File: config.mk
export PLATFORM = sky130hd
export DESIGN_NAME = cache_access_ctrl
export DESIGN_NICKNAME = d
export VERILOG_FILES = /design/src/rtl/cache_pkg.sv /design/src/rtl/cache_lat_counter.sv /design/src/rtl/cache_access_ctrl.sv
export SDC_FILE = /design/constraint.sdc
export NUM_CORES = 1
export LEC_CHECK = 0
export CAP_MARGIN = 20
export CORE_MARGIN = 2
export CORE_UTILIZATION = 38
export CTS_CLUSTER_SIZE = 28
export DETAILED_ROUTE_END_ITERATION = 10
export GPL_ROUTABILITY_DRIVEN = 0
export PLACE_DENSITY_LB_ADDON = 0.2
export SYNTH_ARGS = -nofsm -noshare
export SYNTH_HDL_FRONTEND = slang
export SYNTH_SLANG_ARGS = --single-unit
File: constraint.sdc
create_clock -name clk -period 1.95 [get_ports clk]
set_input_delay 0.2925 -clock clk [delete_from_list [all_inputs] [get_ports clk]]
set_output_delay 0.2925 -clock clk [all_outputs]
set_load 0.01 [all_outputs]
File: src/rtl/cache_pkg.sv
// Shared definitions for the cache access controller.
//   state_e     : controller FSM states (IDLE, WRITE, READ, RESP)
//   DEF_ADDR_W  : default request/memory address width
//   DEF_DATA_W  : default data width
//   RD_LAT_MAX  : largest supported read latency (fits the 4-bit counter)
//   CNT_W       : width of the read-latency down-counter
package cache_pkg;

    typedef enum logic [1:0] {
        ST_IDLE  = 2'd0,
        ST_WRITE = 2'd1,
        ST_READ  = 2'd2,
        ST_RESP  = 2'd3
    } state_e;

    localparam int DEF_ADDR_W = 32;
    localparam int DEF_DATA_W = 32;
    localparam int RD_LAT_MAX = 15;
    localparam int CNT_W      = 4;

endpackage

File: src/rtl/cache_lat_counter.sv
// Read-phase latency down-counter.
// Ports:
//   clk_i      : clock, rising edge
//   rst_i      : synchronous active-high reset
//   load_i     : load load_val_i (takes priority over en_i)
//   load_val_i : value to load (RD_LAT-1)
//   en_i       : counting enabled (controller is in READ)
//   done_o     : combinational pulse while enabled and the count is zero
module cache_lat_counter
    import cache_pkg::*;
(
    input  logic             clk_i,
    input  logic             rst_i,
    input  logic             load_i,
    input  logic [CNT_W-1:0] load_val_i,
    input  logic             en_i,
    output logic             done_o
);

    logic [CNT_W-1:0] cnt_q;

    always_ff @(posedge clk_i) begin
        if (rst_i) begin
            cnt_q <= '0;
        end else if (load_i) begin
            cnt_q <= load_val_i;
        end else if (en_i && (cnt_q != '0)) begin
            cnt_q <= cnt_q - 1'b1;
        end
    end

    assign done_o = en_i && (cnt_q == '0);

endmodule

File: src/rtl/cache_access_ctrl.sv
// Cache access controller: accepts one core request at a time, drives a
// single-port cache memory (one write cycle, or RD_LAT read cycles) and
// returns a response held until the core takes it.
// Optional feature macro: CACHE_ACCESS_CTRL_ALIGN_CHECK_EN -- when defined,
// requests with req_addr[1:0] != 0 go straight to an error response.
// Ports:
//   clk, rst                      : clock / synchronous active-high reset
//   req_valid/req_ready           : request handshake (req_we, req_addr, req_wdata)
//   rsp_valid/rsp_ready           : response handshake (rsp_rdata, rsp_err)
//   mem_address, mem_write_data   : registered request address/data
//   mem_write_enable/read_enable  : memory strobes (never both high)
//   mem_read_data                 : memory read data
//   dbg_state                     : current FSM state, for observation
// Handshakes: a transfer happens on a rising edge where valid && ready are
// both high; the producer holds valid and payload stable until then.
module cache_access_ctrl
    import cache_pkg::*;
#(
    parameter int ADDR_W = DEF_ADDR_W,
    parameter int DATA_W = DEF_DATA_W,
    parameter int RD_LAT = 1
) (
    input  logic              clk,
    input  logic              rst,
    input  logic              req_valid,
    output logic              req_ready,
    input  logic              req_we,
    input  logic [ADDR_W-1:0] req_addr,
    input  logic [DATA_W-1:0] req_wdata,
    output logic              rsp_valid,
    input  logic              rsp_ready,
    output logic [DATA_W-1:0] rsp_rdata,
    output logic              rsp_err,
    output logic [ADDR_W-1:0] mem_address,
    output logic [DATA_W-1:0] mem_write_data,
    output logic              mem_write_enable,
    output logic              mem_read_enable,
    input  logic [DATA_W-1:0] mem_read_data,
    output state_e            dbg_state
);

    localparam logic [CNT_W-1:0] LOAD_VAL = CNT_W'(RD_LAT - 1);

    state_e            state_q, state_d;
    logic [ADDR_W-1:0] addr_q;
    logic [DATA_W-1:0] wdata_q;
    logic [DATA_W-1:0] rdata_q;
    logic              err_q;
    logic              accept;
    logic              misaligned;
    logic              cnt_load;
    logic              cnt_en;
    logic              cnt_done;

`ifdef CACHE_ACCESS_CTRL_ALIGN_CHECK_EN
    assign misaligned = (req_addr[1:0] != 2'b00);
`else
    assign misaligned = 1'b0;
`endif

    assign accept = (state_q == ST_IDLE) && req_valid;

    cache_lat_counter u_lat_counter (
        .clk_i      (clk),
        .rst_i      (rst),
        .load_i     (cnt_load),
        .load_val_i (LOAD_VAL),
        .en_i       (cnt_en),
        .done_o     (cnt_done)
    );

    always_comb begin
        state_d          = state_q;
        req_ready        = 1'b0;
        rsp_valid        = 1'b0;
        mem_write_enable = 1'b0;
        mem_read_enable  = 1'b0;
        cnt_load         = 1'b0;
        cnt_en           = 1'b0;
        case (state_q)
            ST_IDLE: begin
                req_ready = 1'b1;
                if (req_valid) begin
                    cnt_load = 1'b1;
                    if (misaligned)  state_d = ST_RESP;
                    else if (req_we) state_d = ST_WRITE;
                    else             state_d = ST_READ;
                end
            end
            ST_WRITE: begin
                mem_write_enable = 1'b1;
                state_d          = ST_RESP;
            end
            ST_READ: begin
                mem_read_enable = 1'b1;
                cnt_en          = 1'b1;
                if (cnt_done) state_d = ST_RESP;
            end
            ST_RESP: begin
                rsp_valid = 1'b1;
                if (rsp_ready) state_d = ST_IDLE;
            end
            default: state_d = ST_IDLE;
        endcase
    end

    always_ff @(posedge clk) begin
        if (rst) begin
            state_q <= ST_IDLE;
            addr_q  <= '0;
            wdata_q <= '0;
            rdata_q <= '0;
            err_q   <= 1'b0;
        end else begin
            state_q <= state_d;
            if (accept) begin
                addr_q  <= req_addr;
                wdata_q <= req_wdata;
                // Writes and errors report zero read data.
                rdata_q <= '0;
                err_q   <= misaligned;
            end else if ((state_q == ST_READ) && cnt_done) begin
                rdata_q <= mem_read_data;
            end
        end
    end

    assign mem_address    = addr_q;
    assign mem_write_data = wdata_q;
    assign rsp_rdata      = rdata_q;
    assign rsp_err        = err_q;
    assign dbg_state      = state_q;

endmodule

==> flow_summary.json <==
{
  "hold_class": "input port to flip-flop",
  "finClkSkew_ps": 13.2,
  "synth_area_um2": 3680,
  "setup_slack_ps": 138,
  "crit_family": "buffers and inverters",
  "finalHoldViolCount": 0,
  "yosysTopAreaCell": "dfxtp_1",
  "synth-edff-count": 0,
  "drcViolationCount": 0,
  "grt_use_total_pct": 19.3,
  "initial_core_util_pct": 39.5,
  "rsz0062_at_grt": "false",
  "leakage_nw": 2.18,
  "synth-async-reset-ratio_pct": 0,
  "grt_max_degree": 68,
  "end_kind": "primary output",
  "cts_tree": "yes",
  "core_um2": 9330,
  "outcome": "finished clean",
  "nets": 758,
  "vias": 3720,
  "synth.yosys.seq_area_share_pct": 55.5,
  "crit_arrival_ps": 1520,
  "overflow": 0,
  "ys_warn_count": 0,
  "whs_ps": 415,
  "finalCritPeriodShare_pct": 92.9,
  "hpwlAfterDp_mm": 7.39,
  "ys_ff_latch": 102,
  "final.min_clock_period_ps": 1810,
  "antenna_found_initial": 0,
  "avgViaCountPerCell": 4.73,
  "port_buffers": 202,
  "fin_area_um2": 6010,
  "synth.avg_cell_area_um2": 7.92,
  "power_density_nw_per_um2": 1030,
  "grt_pass1_vias": 3455,
  "numCtsBuffers": 9,
  "setup_viol": 0,
  "die_y_um": 102,
  "crit_buf_inv": 2,
  "setup_tns_ps": 0,
  "clk_path_buf_depth": 2,
  "ios": 204,
  "drv_cap": 0,
  "grt_pass1_wl_mm": 16.0,
  "clkTransAtPathRegs_ps": 90,
  "diodes": 0,
  "ys.flop_type": "dfxtp_1",
  "synth_cells": 465,
  "postRouteAntennaNets": 0,
  "die_w_um": 102,
  "wire_per_inst_um": 13.1,
  "cts.sinks": 102,
  "yosys.area.top_type_share_pct": 55.5,
  "htree_levels": 3,
  "synth_area_leaders": "dfxtp_1, nand2_1, a21oi_1, clkbuf_1, ha_1",
  "placed_area_um2": 5840,
  "crit_fanout": 5,
  "crit_type": "flip-flop to primary output",
  "fmax_ghz": 0.552,
  "num_rows": 35,
  "drtIter0Drc": 87,
  "first_pass_iters": 4,
  "cp.required_ps": 1660,
  "clock_latency_ps": 360,
  "ir_worst_vdd_mv": 0.496,
  "die-area_um2": 10500,
  "synth.distinct_cells": 30,
  "layout-drive-gt1-share_pct": 4.26,
  "slew_viol_final": 0,
  "clock-root-buffer": "clkbuf_8",
  "syn_nets": 571,
  "area_delta_synth_final_pct": 63.2,
  "wirelength_mm": 10.3,
  "pre_cts_ws_ps": 212,
  "cp-start-kind": "flip-flop",
  "worstPathCellList": "inv_1, ha_1, clkdlybuf4s50_1",
  "critPathSlowestCell": "clkdlybuf4s50_1",
  "slowest_delay_ps": 500
}
==> synthesized netlist by cell type, drive strengths merged (2+ instances only) <==
cell type and n:
a21o 2, a21oi 100, buf 19, clkbuf 17
dfxtp 102, ha 5, inv 6, nand2 193
nor2 2
==> cell usage in the layout (no fill, tap or decap), types with 2 or more instances in the layout <==
cell type	n
buf_4	6
a21oi_1	100
buf_12	4
ha_1	4
clkbuf_8	9
clkdlybuf4s50_1	199
dfxtp_1	102
clkbuf_1	3
nor2_1	2
inv_1	6
nand2_1	192
a21o_1	2
clkinvlp_4	2
==> worst reg2reg max path, delay by kind of cell, from the launching register on <==
family / cells / cell delay (ps)
AOI/OAI and AO/OA: 2 / 590
and+or+nand+nor: 1 / 470
DFF: 1 / 320
buffers and inverters: 1 / 90
adders and majority gates: 1 / 210
==> path summary, 6_finish.rpt <==
| check | from | end | slack [ps] | cells past startpoint |
|---|---|---|---|---|
| worst max-delay path | dbg_state[1]$_SDFFE_PP0P_ | mem_write_enable | 140 | 3 |
| worst min-delay path | rst | u_lat_counter.cnt_q[0]$_SDFFE_PP0P_ | 410 | 3 |
| worst max register to register | u_lat_counter.cnt_q[0]$_SDFFE_PP0P_ | dbg_state[0]$_SDFFE_PP0P_ | 190 | 5 |
| worst min register to register | rsp_rdata[5]$_SDFFE_PP0P_ | rsp_rdata[5]$_SDFFE_PP0P_ | 460 | 2 |
==> flip-flops by register name, summed over array words and instances, names as in the netlist <==
register	flops
u_lat_counter.cnt_q	4
mem_write_data	32
rsp_rdata	32
dbg_state	2
mem_address	32
==> routing by layer <==
metal	wire, um	global-route usage [%]	vias to the layer above
met5	0	0	-
met4	272	8.31	0
met3	1020	7.66	25
met2	4900	31.6	153
met1	4100	22.4	1679
li1	-	-	1863
==> cell type report <==
type,count,area (um^2)
fill,839,3320
tap,129,161
clock buffer,12,135
sequential,102,2040
multi-input combinational,321,1470
timing repair buffer,212,2140
inverter,6,22.5
clock inverter,4,32.5
==> cell families after synthesis <==
group / Yosys count / share of synthesized area, %
simple gates: 203 / 21.5
other cells: 1 / 0.102
fa+ha+maj: 5 / 1.70
mux: 1 / 0.272
xor+xnor: 1 / 0.238
compound gates: 110 / 15.9
buf+inv: 42 / 4.76
flops: 102 / 55.5
==> power by group <==
group | switching [mW] | internal [mW] | total, mW
Clock | 0.708 | 0.474 | 1.18
Sequential | 0.185 | 2.44 | 2.63
Combinational | 1.17 | 1.20 | 2.37
==> timing repair <==
action	CTS	global route
setup buffers	0	0
endpoints found under the setup margin	1	1
resized for setup	2	1
cloned	0	0
hold buffers	0	0
==> through the flow <==
stage	power (mW)	util, %	std cells
floorplan	3.78	-	465
global placement	5.03	62.6	770
detailed placement	5.08	62.6	770
CTS	6.26	64.4	786
global route	6.59	64.4	786
finish	6.18	64.4	786
(Power assumes the default switching activity.)
==> RTL edit (same settings) <==
Put one more register stage on the output `dbg_state`. The value now appears one clock later. The other outputs are not delayed to match.
--- a/src/rtl/cache_access_ctrl.sv
+++ b/src/rtl/cache_access_ctrl.sv
@@ -130,5 +130,7 @@
     assign rsp_rdata      = rdata_q;
     assign rsp_err        = err_q;
-    assign dbg_state      = state_q;
+    always_ff @(posedge clk) begin
+        dbg_state <= state_q;
+    end
 
 endmodule
Check against the original RTL: not equivalent (Yosys sat finds a counterexample within 4 cycles, from zero or initial values and one cycle with rst high).
==> RTL edit against the unedited design <==
- power rose by 3.6%
- sequential cell count rose by 2
- die area rose by 1.0%
- global-route usage fell by 1.6 points
- synthesized area rose by 1.1%
- worst hold slack got worse by 0.024 ns
- wire length fell by 5.1%
- setup slack got worse by 0.053 ns
- cell area rose by 1.5%
- critical endpoint is now mem_read_enable
- largest cell class unchanged
==> RTL edit: results (changes against the unedited design) <==
- Outcome: finished, final reports clean
- Clk tree area frac: 3.06% (+0.27 points)
- Met2 Use GR: 28.8% (-2.8 points)
- Met1 usage: 20.6% (-1.8 points)
- Commonest cells post-synth: 193 x nand2_1, 104 x dfxtp_1, 100 x a21oi_1
- Iter 0 DRT Violations: 117 (+34%)
- Non-clk bufs: 211 (-0.47%)
- Seq. cell area: 0.00208 mm^2 (+2.0%)
- NetSw: 2.04 mW (-1.0%)
- Max incr delay on CP: 0.57 ns (+0.07 ns)
- Post_cts resized: 3 (+1)
- Syn nets: 573 (+0.35%)
- Vias in the first global route: 3280 (-5.1%)
- # fillers: 868 (+3.5%)
- Cell total after placement: 775 (+0.65%)
- First-pass GRT wire length: 15000 um (-6.1%)
- Final wirelength: 9780 um (-5.1%)
- Met2 Routed Length: 4590 um (-6.3%)
- Non-clk buf share: 35.4% (-0.26 points)
- Clock network power: 1.28 mW (+8%)
- Seq pwr share: 42.1% (-0.4 points)
- Max VDD drop: 0.650 mV (+31%)
- Final instance area: 0.00610 mm^2 (+1.5%)
- Placed cell areas: 0.00590 mm^2 (+1.1%)
- Clock buffers: 11 (-1)
- Critical path arrival: 1.57 ns (+0.05 ns)
- DR WL met3: 1130 um (+10%)
- Worst Path Max Fanout: 4 (-1)
- Top cells by area, synth: dfxtp_1 56%, nand2_1 19%, a21oi_1 13%
- Static leakage: 2.20 nW (+0.79%)
- Sequential cells: 104 (+2.0%)
- Post-DP HPWL: 7020 um (-5.0%)
- Multi-input combinational area share: 24.3% (-0.20 points)
- Fin cells: 790 (+0.51%)
- Vias: 3650 (-1.9%)
- Dpl ws: 0.201 ns (-0.0113 ns)
- Register area share after synthesis: 56.0% (+0.48 points)
- Total track usage: 17.7% (-1.6 points)
- M1 wire length: 3900 um (-5.0%)
-- RTL edit: cell types whose count changed in the layout (fill, tap and decap cells not counted), moves of 2 or more --
cell	change
buf_4	-3
buf_12	+2
clkdlybuf4s50_1	+2
dfxtp_1	+2
inv_1	-2
inv_2	+2
-- RTL edit: cells by family after synthesis --
group / count (synthesis) / synth area share (%)
AO/OA/AOI/OAI: 110 / 15.7
XOR/XNOR: 1 / 0.235
adder cells (fa/ha/maj): 5 / 1.68
buffers and inverters: 42 / 4.71
flip-flops: 104 / 56.0
multiplexers: 1 / 0.269
other: 1 / 0.101
AND/OR/NAND/NOR: 203 / 21.3
-- RTL edit: worst paths after layout --
kind                                        startpoint                     end  slack (ns)  cells past startpoint
worst min register to register              state_q[0]            dbg_state[0]        0.41                      0
worst max register to register  u_lat_counter.cnt_q[0]              state_q[0]        0.20                      5
worst min-delay path                               rst  u_lat_counter.cnt_q[0]        0.39                      3
worst max-delay path                        state_q[0]         mem_read_enable        0.08                      3
